File: src/rtl/otn_frame_tx.sv
// Transmit framer: buffers one frame, sends it as back-to-back 8N1 characters and,
// with ARQ enabled, retransmits from the buffer on NAK or ACK timeout.
module otn_frame_tx #(
    parameter int unsigned FRAME_BYTES = 16,
    parameter int unsigned ACK_TIMEOUT = 64,
    parameter int unsigned MAX_RETRY   = 3,
    parameter logic [7:0]  ACK_CODE    = 8'h06,
    parameter logic [7:0]  NAK_CODE    = 8'h15
) (
    input  logic       i_clk,
    input  logic       i_rst,
    input  logic       i_sclk_en_16_x_baud,
    input  logic       i_arq_en,
    input  logic [7:0] i_frame_data,
    input  logic       i_frame_data_valid,
    output logic       o_frame_data_ready,
    output logic       o_otn_tx_data,
    input  logic       i_otn_rx_ack,
    output logic       o_busy,
    output logic       o_frame_done,
    output logic       o_frame_drop,
    output logic [7:0] o_retry_cnt
);
    localparam int unsigned IDX_W = (FRAME_BYTES > 1) ? $clog2(FRAME_BYTES) : 1;
    localparam int unsigned TO_W  = $clog2(ACK_TIMEOUT + 1);
    localparam logic [IDX_W-1:0] LAST_IDX  = IDX_W'(FRAME_BYTES - 1);
    localparam logic [TO_W-1:0]  TO_LAST   = TO_W'(ACK_TIMEOUT - 1);
    localparam logic [7:0]       RETRY_MAX = 8'(MAX_RETRY);

    typedef enum logic [1:0] {ST_LOAD, ST_SEND, ST_WAIT_ACK} state_t;

    state_t           state_q;
    logic [7:0]       mem_q [FRAME_BYTES];
    logic [IDX_W-1:0] wr_idx_q, rd_idx_q;
    logic             ready_q, busy_q, tx_q, done_q, drop_q, arq_q, run_q;
    logic [7:0]       retry_q;
    logic [3:0]       tick_cnt_q, bit_idx_q;
    logic [TO_W-1:0]  to_q;
    logic [1:0]       sync_q;
    logic             rx_prev_q, rx_busy_q;
    logic [3:0]       rx_cnt_q, rx_bit_q;
    logic [7:0]       rx_sh_q;

    logic       wr_fire_c, bit_end_c, rx_stop_c, is_ack_c, is_nak_c, to_exp_c;
    logic [7:0] cur_byte_c;

    assign wr_fire_c  = ready_q & i_frame_data_valid & (state_q == ST_LOAD);
    assign bit_end_c  = i_sclk_en_16_x_baud & (tick_cnt_q == 4'd15);
    assign cur_byte_c = mem_q[rd_idx_q];
    assign rx_stop_c  = (state_q == ST_WAIT_ACK) & rx_busy_q & i_sclk_en_16_x_baud
                        & (rx_bit_q == 4'd9) & (rx_cnt_q == 4'd15);
    assign is_ack_c   = rx_stop_c & sync_q[1] & (rx_sh_q == ACK_CODE);
    assign is_nak_c   = rx_stop_c & sync_q[1] & (rx_sh_q == NAK_CODE);
    assign to_exp_c   = (state_q == ST_WAIT_ACK) & bit_end_c & (to_q == TO_LAST);

    // Frame buffer is only written in LOAD, so retransmissions replay it unchanged
    always_ff @(posedge i_clk) begin
        if (wr_fire_c) begin
            mem_q[wr_idx_q] <= i_frame_data;
        end
    end

    always_ff @(posedge i_clk or posedge i_rst) begin
        if (i_rst) begin
            state_q    <= ST_LOAD;
            wr_idx_q   <= '0;
            rd_idx_q   <= '0;
            ready_q    <= 1'b0;
            busy_q     <= 1'b0;
            tx_q       <= 1'b1;
            done_q     <= 1'b0;
            drop_q     <= 1'b0;
            arq_q      <= 1'b0;
            run_q      <= 1'b0;
            retry_q    <= '0;
            tick_cnt_q <= '0;
            bit_idx_q  <= '0;
            to_q       <= '0;
        end else begin
            done_q <= 1'b0;
            drop_q <= 1'b0;
            if (i_sclk_en_16_x_baud) begin
                tick_cnt_q <= tick_cnt_q + 4'd1;
            end
            case (state_q)
                ST_LOAD: begin
                    ready_q <= 1'b1;
                    if (wr_fire_c) begin
                        if (wr_idx_q == LAST_IDX) begin
                            wr_idx_q <= '0;
                            rd_idx_q <= '0;
                            ready_q  <= 1'b0;
                            busy_q   <= 1'b1;
                            arq_q    <= i_arq_en;
                            retry_q  <= '0;
                            run_q    <= 1'b0;
                            state_q  <= ST_SEND;
                        end else begin
                            wr_idx_q <= wr_idx_q + IDX_W'(1);
                        end
                    end
                end
                ST_SEND: begin
                    if (!run_q) begin
                        // First start bit is launched on the first tick after entry
                        if (i_sclk_en_16_x_baud) begin
                            run_q      <= 1'b1;
                            tx_q       <= 1'b0;
                            tick_cnt_q <= '0;
                            bit_idx_q  <= '0;
                        end
                    end else if (bit_end_c) begin
                        if (bit_idx_q == 4'd9) begin
                            if (rd_idx_q == LAST_IDX) begin
                                run_q <= 1'b0;
                                if (arq_q) begin
                                    to_q    <= '0;
                                    state_q <= ST_WAIT_ACK;
                                end else begin
                                    busy_q  <= 1'b0;
                                    done_q  <= 1'b1;
                                    state_q <= ST_LOAD;
                                end
                            end else begin
                                rd_idx_q  <= rd_idx_q + IDX_W'(1);
                                bit_idx_q <= '0;
                                tx_q      <= 1'b0;
                            end
                        end else begin
                            bit_idx_q <= bit_idx_q + 4'd1;
                            tx_q      <= (bit_idx_q == 4'd8) ? 1'b1 : cur_byte_c[bit_idx_q[2:0]];
                        end
                    end
                end
                ST_WAIT_ACK: begin
                    if (bit_end_c && !to_exp_c) begin
                        to_q <= to_q + TO_W'(1);
                    end
                    // A decoded character wins over a timeout expiring in the same cycle
                    if (is_ack_c) begin
                        busy_q  <= 1'b0;
                        done_q  <= 1'b1;
                        state_q <= ST_LOAD;
                    end else if (is_nak_c || to_exp_c) begin
                        if (retry_q < RETRY_MAX) begin
                            retry_q    <= retry_q + 8'd1;
                            rd_idx_q   <= '0;
                            run_q      <= 1'b1;
                            tx_q       <= 1'b0;
                            tick_cnt_q <= '0;
                            bit_idx_q  <= '0;
                            state_q    <= ST_SEND;
                        end else begin
                            busy_q  <= 1'b0;
                            drop_q  <= 1'b1;
                            state_q <= ST_LOAD;
                        end
                    end
                end
                default: state_q <= ST_LOAD;
            endcase
        end
    end

    // ACK/NAK deserializer: mid-bit sampling at 16x, active only while waiting
    always_ff @(posedge i_clk or posedge i_rst) begin
        if (i_rst) begin
            sync_q    <= 2'b11;
            rx_prev_q <= 1'b1;
            rx_busy_q <= 1'b0;
            rx_cnt_q  <= '0;
            rx_bit_q  <= '0;
            rx_sh_q   <= '0;
        end else begin
            sync_q    <= {sync_q[0], i_otn_rx_ack};
            rx_prev_q <= sync_q[1];
            if (state_q != ST_WAIT_ACK) begin
                rx_busy_q <= 1'b0;
                rx_cnt_q  <= '0;
                rx_bit_q  <= '0;
                rx_sh_q   <= '0;
            end else if (!rx_busy_q) begin
                if (rx_prev_q && !sync_q[1]) begin
                    rx_busy_q <= 1'b1;
                    rx_cnt_q  <= '0;
                    rx_bit_q  <= '0;
                end
            end else if (i_sclk_en_16_x_baud) begin
                rx_cnt_q <= rx_cnt_q + 4'd1;
                if (rx_bit_q == 4'd0) begin
                    if (rx_cnt_q == 4'd7) begin
                        if (!sync_q[1]) begin
                            rx_bit_q <= 4'd1;
                            rx_cnt_q <= '0;
                        end else begin
                            rx_busy_q <= 1'b0;
                        end
                    end
                end else if (rx_cnt_q == 4'd15) begin
                    if (rx_bit_q == 4'd9) begin
                        rx_busy_q <= 1'b0;
                    end else begin
                        rx_sh_q  <= {sync_q[1], rx_sh_q[7:1]};
                        rx_bit_q <= rx_bit_q + 4'd1;
                    end
                end
            end
        end
    end

    assign o_frame_data_ready = ready_q;
    assign o_otn_tx_data      = tx_q;
    assign o_busy             = busy_q;
    assign o_frame_done       = done_q;
    assign o_frame_drop       = drop_q;
    assign o_retry_cnt        = retry_q;

endmodule

File: config.mk
export PLATFORM = sky130hd
export DESIGN_NAME = otn_frame_tx
export DESIGN_NICKNAME = d
export VERILOG_FILES = /design/src/rtl/otn_frame_tx.sv
export SDC_FILE = /design/constraint.sdc
export NUM_CORES = 1
export LEC_CHECK = 0
export BUFFER_PORTS_ARGS = -buffer_cell sky130_fd_sc_hd__buf_2
export CORE_AREA = 2 2 149 151
export DETAILED_ROUTE_END_ITERATION = 6
export DIE_AREA = 0 0 151 153
export GPL_TIMING_DRIVEN = 0
export PLACE_DENSITY = 0.6
export SYNTH_ARGS = -nofsm -noshare
export SYNTH_HDL_FRONTEND = slang
export SYNTH_SLANG_ARGS = --single-unit
File: constraint.sdc
create_clock -name i_clk -period 3.2 [get_ports i_clk]
set_input_delay 0.16 -clock i_clk [delete_from_list [all_inputs] [get_ports i_clk]]
set_output_delay 0.16 -clock i_clk [all_outputs]
set_load 0.05 [all_outputs]
==> impl_metrics.csv <==
group,metric,value,unit
outcome,status,"complete, no violations",
layout,multi_input_area,0.002883,mm2
clocking,clock_latency,440,ps
worst_setup_path,critical_path.endpoint,"arq_q",
synth,ys.flop_type,"edfxtp_1",
synth,synth_compound_area_share,8.093,%
detailed_routing,routedWlPerCell,18.92,um
placement,portBuffers,26,
synth,ys_types,68,
layout,drive_gt1_share,16.57,%
floorplan,num_rows,54,
detailed_routing,drc,0,
timing,max_freq,370.4,MHz
worst_setup_path,critPathKind,"register to register",
floorplan,ios,27,
layout,antennaDiodeCount,0,
global_route,grt_max_degree,43,
timing,slew_headroom,32.31,%
detailed_routing,viasPerCell,5.386,
placement,hpwl,12580,um
global_route,grt_pass1_vias,5130,
global_route,overflow,0,
worst_setup_path,end_kind,"register",
detailed_routing,vias,5149,
timing,tightestPinTransition,1012,ps
synth,synth.avg_cell_area,13.72,um2
detailed_routing,first_pass_iters,5,
power,power,6.438,mW
timing,hold_viol,0,
timing,setup_viol,0,
synth,synth.mux.area_fraction,10.58,%
global_route,antenna_found_initial,0,
worst_setup_path,r2r-start,"state_q[1]",
clocking,htreeDepth,4,
floorplan,die_y,153,um
worst_setup_path,r2r_slack,500,ps
power,powerDensity,673.7,mW/mm2
synth,synth_fp_nets,647,
synth,yosysMostFrequentCell,"edfxtp_1",
worst_hold_path,hold_class,"primary input to register",
timing,maxSlewViolCount,0,
timing,fin_tns_setup,0,ps
synth,synthTopCellsByCount,"edfxtp_1, dfrtp_1, nand2_1",
synth,synthAdderAreaFrac,2.975,%
synth,synth_area_leaders,"edfxtp_1, dfrtp_1, mux2i_1",
worst_setup_path,crit_path_start_kind,"register",
synth,synth_xor_area_share,1.041,%
placement,dp_slack,141.5,ps
floorplan,core_region_area,0.02149,mm2
clocking,clock_sinks,188,
layout,seq_area,0.005350,mm2
layout,area_delta_synth_final,13.63,%
worst_setup_path,reg2reg_depth,7,
detailed_routing,ant_nets,0,
layout,layout.nets,697,
detailed_routing,totalWireLength,18090,um
clocking,post_cts_buffers,0,
synth,ys_warn_count,0,
worst_setup_path,cp_max_fo,9,
timing,grt_setup_unrepaired,"false",
clocking,clkTransAtPathRegs,80,ps
synth,synth_edf_count,128,
worst_setup_path,crit_path_start,"state_q[1]",
clocking,clockBufferDepth,2,
synth,synth.ff_latch_count,188,
timing,finalCritPeriodShare,84.37,%
power,peakVddDrop,0.3005,mV
worst_setup_path,critPathRequiredTime,3520,ps
floorplan,die_w,151,um
synth,synth_top_area_cell,"edfxtp_1",
clocking,cts_root_buf,"clkbuf_16",
clocking,cts_tree,"yes",
timing,fin_crit,2700,ps
detailed_routing,drtIter0Drc,421,
synth,async_flop_share,31.91,%
floorplan,design.die.area,0.02310,mm2
synth,synth_simple_gate_area_share,11.38,%
worst_setup_path,worstReg2RegEnd,"arq_q",
synth,yosysTopAreaCellShare,45.70,%
layout,final.fill_count,1916,
worst_setup_path,cp.arrival,3020,ps
synth,netlist_instances,613,
timing,timing.final.ws_setup,500.1,ps
power,p_leak,3.484,nW
timing,skew,10.84,ps
synth,synth_top_family_by_area,"simple AND/OR/NAND/NOR gates",
clocking,cts_buffers,17,
synth,ys_seq_area_share,63.61,%
placement,globalplace.congestion,0.7893,
job,max_cap_viol_count,0,
floorplan,initial_utilization,39.15,%
global_route,grt_pass1_wl,28500,um
synth,syn_area,0.008411,mm2
global_route,grt.total_usage,16.43,%
layer usage:
metal | GRT usage, % | vias to the layer above | wire [um]
li1 | - | 2419 | -
met1 | 21.54 | 2585 | 7970
met2 | 26.97 | 122 | 9057
met3 | 3.284 | 23 | 723
met4 | 6.186 | 0 | 336
met5 | 0 | - | 0
cells in the final DEF, fill, tap and decap left out, drive strengths merged, types with 23 or more instances in the layout:
cell    synthesis  routed
nand2          56      56
clkbuf         12      31
dfrtp          56      56
buf            13      40
nor2           47      47
edfxtp        128     128
mux2i          42      42
inv            18      27
nand3          23      23
o21ai          28      28
flip-flops by register name, indices dropped and copies added (netlist names):
name / cells
rx_cnt_q: 4
mem_q: 128
o_frame_drop: 1
o_otn_tx_data: 1
o_frame_data_ready: 1
bit_idx_q: 4
o_frame_done: 1
run_q: 1
sync_q: 2
rx_sh_q: 8
rx_bit_q: 4
o_retry_cnt: 8
state_q: 2
wr_idx_q: 4
rd_idx_q: 4
rx_busy_q: 1
rx_prev_q: 1
tick_cnt_q: 4
arq_q: 1
to_q: 7
o_busy: 1
worst min path at each step:
stage | start | to | slack, ps | cells after the start
floorplan | i_otn_rx_ack | sync_q[0] | 160 | 0
global placement | i_otn_rx_ack | sync_q[0] | 270 | 1
detailed placement | i_rst | wr_idx_q[0] | 210 | 2
CTS | i_frame_data[6] | mem_q[10][6] | 90 | 1
global route | i_frame_data[6] | mem_q[10][6] | 100 | 1
finish | i_frame_data[6] | mem_q[11][6] | 90 | 1
timing repair:
item                                    in CTS  in global routing
hold endpoints to repair                    18                  0
resized for setup                            0                  2
endpoints found under the setup margin       0                  9
hold buffers                                 3                  0
worst max-delay path: stages, from the launching register on:
cell and delay, ps:
dfrtp_1 420, inv_1 110, ha_1 210, inv_1 120, nor2_1 410, nand2_1 260
nor2_2 650, mux2_2 410
layout make-up:
| cell class | instances | share of cell area, % |
|---|---|---|
| clock buffer | 18 | 4.491 |
| tap | 280 | 3.666 |
| inverter | 19 | 0.7463 |
| buffer | 25 | 1.296 |
| multi-input combinational | 381 | 30.16 |
| timing repair buffer | 31 | 1.964 |
| clock inverter | 14 | 1.689 |
| sequential | 188 | 55.98 |
cell families after synthesis:
kind of cell	count (synthesis)
and+or+nand+nor	190
AOI/OAI and AO/OA	97
DFF	188
adders and majority gates	20
buffers and inverters	44
xor gates and xnor gates	10
muxes	64
metrics by stage:
step | util [%] | hold slack, ps | area [um2] | cells
3_3_place_gp | 41.38 | 268.7 | 8891 | 919
4_1_cts | 44.36 | 85.68 | 9532 | 955
3_5_place_dp | 41.47 | 209.4 | 8911 | 920
6_report | 44.48 | 91.07 | 9557 | 956
5_1_grt | 44.48 | 99.82 | 9557 | 956
2_1_floorplan | - | 164.5 | 8411 | 613
report_power, final:
part,switching [mW],internal (mW)
registers,0.0989,2.80
logic,0.967,0.488
clock network,1.03,1.05
No activity file was read; power rests on OpenSTA's default activity.
